$ cat src/rtl/tile_transpose_collector.sv
// Collects N rows of N elements into one NxN tile, emitted transposed: element (r,c) -> flat c*N+r.
// Define TILE_DOUBLE_BUF_EN for a ping-pong build that keeps filling while a finished tile waits.
module tile_transpose_collector #(
    parameter int N = 4,
    parameter int W = 1
) (
    input  logic             clk_i,
    input  logic             rst_i,
    input  logic             flush_i,
    input  logic             row_valid_i,
    output logic             row_ready_o,
    input  logic [N*W-1:0]   row_data_i,
    output logic             tile_valid_o,
    input  logic             tile_ready_i,
    output logic [N*N*W-1:0] tile_o
);
    localparam int CW = (N > 1) ? $clog2(N) : 1;

    // Both sides use valid/ready: a transfer happens on a rising edge where valid and ready
    // are both high; a producer holds data stable until then, and ready never depends on valid.
    typedef enum logic {FILL, FULL} state_t;

    state_t           state;
    logic [CW-1:0]    row_cnt;
    logic [N*N*W-1:0] fill_buf;
    logic [N*N*W-1:0] fill_next;
    logic             row_take;
    logic             tile_take;
    logic             last_row;

    // A flush in the same cycle as a row drops that row.
    assign row_take  = row_valid_i & row_ready_o & ~flush_i;
    assign tile_take = tile_valid_o & tile_ready_i;
    assign last_row  = (row_cnt == CW'(N - 1));

    // The fill buffer is kept already transposed: row r lands in column slot r.
    always_comb begin
        fill_next = fill_buf;
        for (int c = 0; c < N; c++) begin
            fill_next[(c * N + int'(row_cnt)) * W +: W] = row_data_i[c * W +: W];
        end
    end

    always_ff @(posedge clk_i) begin
        if (rst_i) begin
            state        <= FILL;
            row_cnt      <= '0;
            fill_buf     <= '0;
            tile_o       <= '0;
            tile_valid_o <= 1'b0;
            row_ready_o  <= 1'b1;
        end else begin
            case (state)
                FILL: begin
`ifdef TILE_DOUBLE_BUF_EN
                    if (tile_take) begin
                        tile_valid_o <= 1'b0;
                    end
`endif
                    if (flush_i) begin
                        row_cnt  <= '0;
                        fill_buf <= '0;
                    end else if (row_take) begin
                        if (last_row) begin
                            row_cnt  <= '0;
                            fill_buf <= '0;
`ifdef TILE_DOUBLE_BUF_EN
                            // Output slot free (or freeing now): present with no bubble.
                            if (!tile_valid_o || tile_ready_i) begin
                                tile_o       <= fill_next;
                                tile_valid_o <= 1'b1;
                            end else begin
                                fill_buf    <= fill_next;
                                row_ready_o <= 1'b0;
                                state       <= FULL;
                            end
`else
                            tile_o       <= fill_next;
                            tile_valid_o <= 1'b1;
                            row_ready_o  <= 1'b0;
                            state        <= FULL;
`endif
                        end else begin
                            row_cnt  <= row_cnt + CW'(1);
                            fill_buf <= fill_next;
                        end
                    end
                end
                FULL: begin
                    // A complete tile is never touched by flush.
                    if (tile_take) begin
`ifdef TILE_DOUBLE_BUF_EN
                        tile_o   <= fill_buf;
                        fill_buf <= '0;
`else
                        tile_valid_o <= 1'b0;
`endif
                        row_ready_o <= 1'b1;
                        state       <= FILL;
                    end
                end
                default: state <= FILL;
            endcase
        end
    end
endmodule

$ cat config.mk
export PLATFORM = sky130hd
export DESIGN_NAME = tile_transpose_collector
export DESIGN_NICKNAME = d
export VERILOG_FILES = /design/src/rtl/tile_transpose_collector.sv
export SDC_FILE = /design/constraint.sdc
export NUM_CORES = 1
export LEC_CHECK = 0
export ABC_AREA = 1
export CORE_ASPECT_RATIO = 0.6
export CORE_MARGIN = 3
export CORE_UTILIZATION = 57
export DETAILED_ROUTE_END_ITERATION = 16
export GPL_TIMING_DRIVEN = 1
export PLACE_DENSITY_LB_ADDON = 0.3
export SETUP_SLACK_MARGIN = 0.02
export SLEW_MARGIN = 10
export SYNTH_ARGS = -nofsm -noshare
export SYNTH_HDL_FRONTEND = slang
export SYNTH_SLANG_ARGS = --single-unit
export TNS_END_PERCENT = 5
$ cat constraint.sdc
create_clock -name clk_i -period 5.1 [get_ports clk_i]
set_clock_uncertainty 0.15 [all_clocks]
set_input_delay 1.275 -clock clk_i [delete_from_list [all_inputs] [get_ports clk_i]]
set_output_delay 1.275 -clock clk_i [all_outputs]
set_load 0.03 [all_outputs]
Word level (Yosys, flattened, before mapping):

Cells that the tools add are included.

* memory bits (writable): 0
* memories: 0
* input bits: 9
* bits in latches: 0
* output and inout port bits: 18
* register bits after elaboration: 37
* bits in read-only memories: 0
* logic and storage cells: 61

* magnitude comparators: 0
* equal/unequal tests: 5
* shifts and indexed selects: 8
* multipliers: 0
* bitwise gates (word level): 5
* add/subtract/negate cells: 8
* reductions and logical operators: 4
* multiplexer cells: 25
* divide/modulo/power cells: 0

Operators with widths (count)
* $shift 1x33->16 const A: 4
* $shiftx 1x33->16: 4
* $neg 5->33: 2
* $bwmux 16: 4
* $mux 16: 3
* $neg 2->33: 1
* $neg 4->33: 1
* $mux 1: 12
* $add 4x2->5 const A: 2
* $reduce_and 4->1: 2
* $mux 2: 3
* $ne 2x2->1 const B: 3
* $pmux 1 s2: 3
* $add 3x2->4 const A: 1
* $and 1x1->1: 3
* $add 2x1->2 const B: 1
* $eq 2x2->1 const B: 1
* $ne 2x1->1 const B: 1
* $not 1->1: 2
* $reduce_and 2->1: 1
* $reduce_bool 2->1: 1

Logic depth before layout (Yosys ltp):

* depth after elaboration: 9
* depth in mapped cells: 11
* depth with buffers taken out: 10

Worst setup path before layout:

No wires, ideal clock.

* kind: input to register
* from: input row_valid_i
* to: register fill_buf[15]
* stages on the path: 6
* library setup time: 132 ps
* slack: 2805 ps
* required time: 4818 ps
* arrival: 2013 ps
* path buffers: 1
* cell sequence: nand2_1 -> a21oi_2 -> clkinv_1 -> buf_2 -> nand2_1 -> a21oi_1

* cells in the longest elaborated chain, start to end: 4

Ends and longest elaborated chain
* from (decl): RTL line 10 `input logic row_valid_i,`
* $and 1x1->1 (2 in a row): RTL line 32 `assign row_take = row_valid_i & row_ready_o & ~flush_i;`
* $reduce_bool 2->1 (no line)
* $reduce_and 2->1 (no line)
* to (signal assigned): RTL line 85 `fill_buf <= fill_next;`
* to (decl): RTL line 25 `logic [N*N*W-1:0] fill_buf;`

Every way passes these cells.
A chain may end at the register's enable or synchronous reset.

==> impl_metrics.json <==
{
  "p_leak_nw": 0.8932,
  "slowest_stage": "clkdlybuf4s50_1",
  "ir_worst_vdd_uv": 156.2,
  "worstHoldPathType": "reg2reg",
  "synth_nets": 274,
  "post_cts_buffers": 0,
  "drv_slew": 0,
  "core_area_um2": 2947,
  "htreeDepth": 2,
  "io_buffers": 26,
  "antenna_left": 0,
  "path_buf_inv": 3,
  "synth-seq-area-share": 0.4123,
  "synthesis.area_um2": 1797,
  "whs_ns": 0.3154,
  "cp_data_arrival_time_ns": 3.06,
  "routed_wl_um": 4198,
  "status": "finished clean",
  "max_freq_mhz": 330.4,
  "synth_warnings": 0,
  "cp-start-kind": "primary input",
  "drtPass1Iterations": 4,
  "dp_slack_ns": 1.784,
  "yosysMostFrequentCell": "nand2_1",
  "drive_above_1_share": 0.06360,
  "slew_headroom": 0.4939,
  "rsz0062_at_grt": "false",
  "period_needed_ns": 3.026,
  "crit_path_max_incr_delay_ns": 0.96,
  "grt_pass1_vias": 1524,
  "dp_hpwl_um": 2981,
  "antenna_cells": 0,
  "setup_ws_ns": 2.074,
  "cts_resized": 0,
  "crit_top_cell": "inv_1",
  "globalRouteTotalUtil": 0.2332,
  "syn_area_per_cell_um2": 6.964,
  "drc": 0,
  "layout.nets": 298,
  "hold_buffers": 0,
  "place.gp.congestion": 0.9090,
  "fp-row-count": 15,
  "synth_seq_cells": 37,
  "syn_inst": 258,
  "path_cells": "clkdlybuf4s50_1 > inv_1 > o21a_1 > o21ai_0 > inv_1",
  "end_kind": "flip-flop",
  "synth_top_cell_area_share": 0.4123,
  "ys_top_cells_by_area": "dfxtp_1 41%, nand2_1 15%, a21oi_1 5.6%, nor2_1 5.4%, nand3_1 5.3%",
  "crit_fanout": 20,
  "critPathKind": "in2reg",
  "worstPathRequired_ns": 5.13,
  "vias": 1745,
  "cts-buffers-inserted": 5,
  "synth_edf_count": 0,
  "worst_slew_pin_slew_ns": 0.7568,
  "drt-initial-drc-count": 212,
  "synth_top_flop_cell": "dfxtp_1",
  "postSynth.asyncResetShare": 0,
  "grt_pass1_wl_um": 7065,
  "ios": 27,
  "synth_cell_type_count": 23,
  "finalSetupViolCount": 0,
  "critPathTopFamily": "buffers and inverters",
  "syn_to_final_growth_pct": 19.22,
  "maxCapViolCount": 0,
  "gr-total-overflow": 0,
  "grt_max_degree": 23,
  "dieArea_um2": 3884,
  "cts.sinks": 37,
  "antenna_found_initial": 0,
  "fin_crit_sh": 0.5934,
  "clkLatencyLatePin_ns": 0.29,
  "cts_tree": "yes",
  "final_hold_viol_count": 0,
  "p_per_area_nw_per_um2": 259.2,
  "die_w_um": 78.48,
  "yosysTopAreaCell": "dfxtp_1",
  "clk_path_buf_depth": 2,
  "die_height_um": 49.49,
  "clk_pin_slew_ns": 0.07,
  "synth.cells.most_frequent": "73 x nand2_1, 37 x dfxtp_1, 26 x nor2_1, 20 x a21oi_1, 20 x inv_1",
  "viasPerCell": 5.369,
  "cts-root-buf": "clkbuf_8",
  "initial_core_util": 0.6098,
  "wl_per_cell_um": 12.92,
  "setup_tns_ns": 0
}
==> flip-flops by register name, summed over array words and instances, names as in the netlist <==
signal	cells
state	1
row_cnt	2
fill_buf	16
tile_o	16
row_ready_o	1
tile_valid_o	1
==> worst register-to-register path, cell delays in order (launching register included) <==
cell and delay (ns):
dfxtp_1 0.63, inv_1 0.29, ha_1 0.42, inv_2 0.20
nand4_1 0.16, o21ai_0 0.36, nand2_1 0.10, a21oi_1 0.14
==> final timing paths <==
path | startpoint | end | slack (ns) | depth (start not counted)
setup / recovery | rst_i | tile_o[4] | 2.07 | 5
hold / removal | fill_buf[6] | fill_buf[6] | 0.32 | 2
setup reg to reg | row_cnt[0] | fill_buf[0] | 2.57 | 7
hold reg to reg | fill_buf[6] | fill_buf[6] | 0.32 | 2
==> where the power goes <==
part / total [W] / switching (W) / internal [W]
clock network: 0.000195 / 0.000101 / 0.0000947
registers: 0.000297 / 0.00000467 / 0.000292
logic: 0.0000632 / 0.0000443 / 0.0000189
total: 0.000555 / 0.000150 / 0.000405
==> metal layers <==
metal	global-route usage	wire (um)	part of all wire
met1	0.3269	1991	0.47
met2	0.3580	1872	0.45
met3	0.05474	291	0.069
met4	0.06977	43	0.010
met5	0	0	0
==> area by class of cell <==
class                   count  area (um^2)
flip-flops and latches     37        740.7
clock buffers               6        72.57
multi-input cells         187        908.4
fillers                   248        804.5
well taps                  42        52.55
inverters                  24        90.09
clock inverters             2        10.01
repair buffers             27        267.8
==> layout by cell type, fill, tap and decap left out <==
master           instances
a31oi_1                  5
nand4_1                  5
ha_1                     7
o21ai_0                 15
or2_2                    2
inv_1                   20
clkbuf_1                 1
o21ai_1                  7
dfxtp_1                 37
clkdlybuf4s50_1         26
nand2_1                 73
nand3_1                 19
o21a_1                   3
inv_2                    3
nor3_2                   2
clkinv_2                 2
buf_4                    1
nor2_1                  26
a21oi_1                 20
a21oi_2                  1
nand2_2                  1
clkbuf_8                 5
clkinv_1                 1
nor2_4                   1
==> kinds of logic after synthesis <==
kind of cell,Yosys count,synth area share
flip-flops,37,0.4123
buffers and inverters,34,0.08217
adder cells (fa/ha/maj),7,0.04874
AND/OR/NAND/NOR,129,0.3050
AO/OA/AOI/OAI,51,0.1518
==> through the flow <==
| stage | cells | total power (W) | cell area [um^2] | utilization |
|---|---|---|---|---|
| after floorplan | 258 | 0.0003457 | 1797 | - |
| after global placement | 317 | 0.0003629 | 2059 | 0.6989 |
| after detailed placement | 317 | 0.0003643 | 2059 | 0.6989 |
| after CTS | 325 | 0.0005550 | 2142 | 0.7270 |
| after global routing | 325 | 0.0005776 | 2142 | 0.7270 |
| final | 325 | 0.0005552 | 2142 | 0.7270 |
Power figures use the tool's default switching activity.
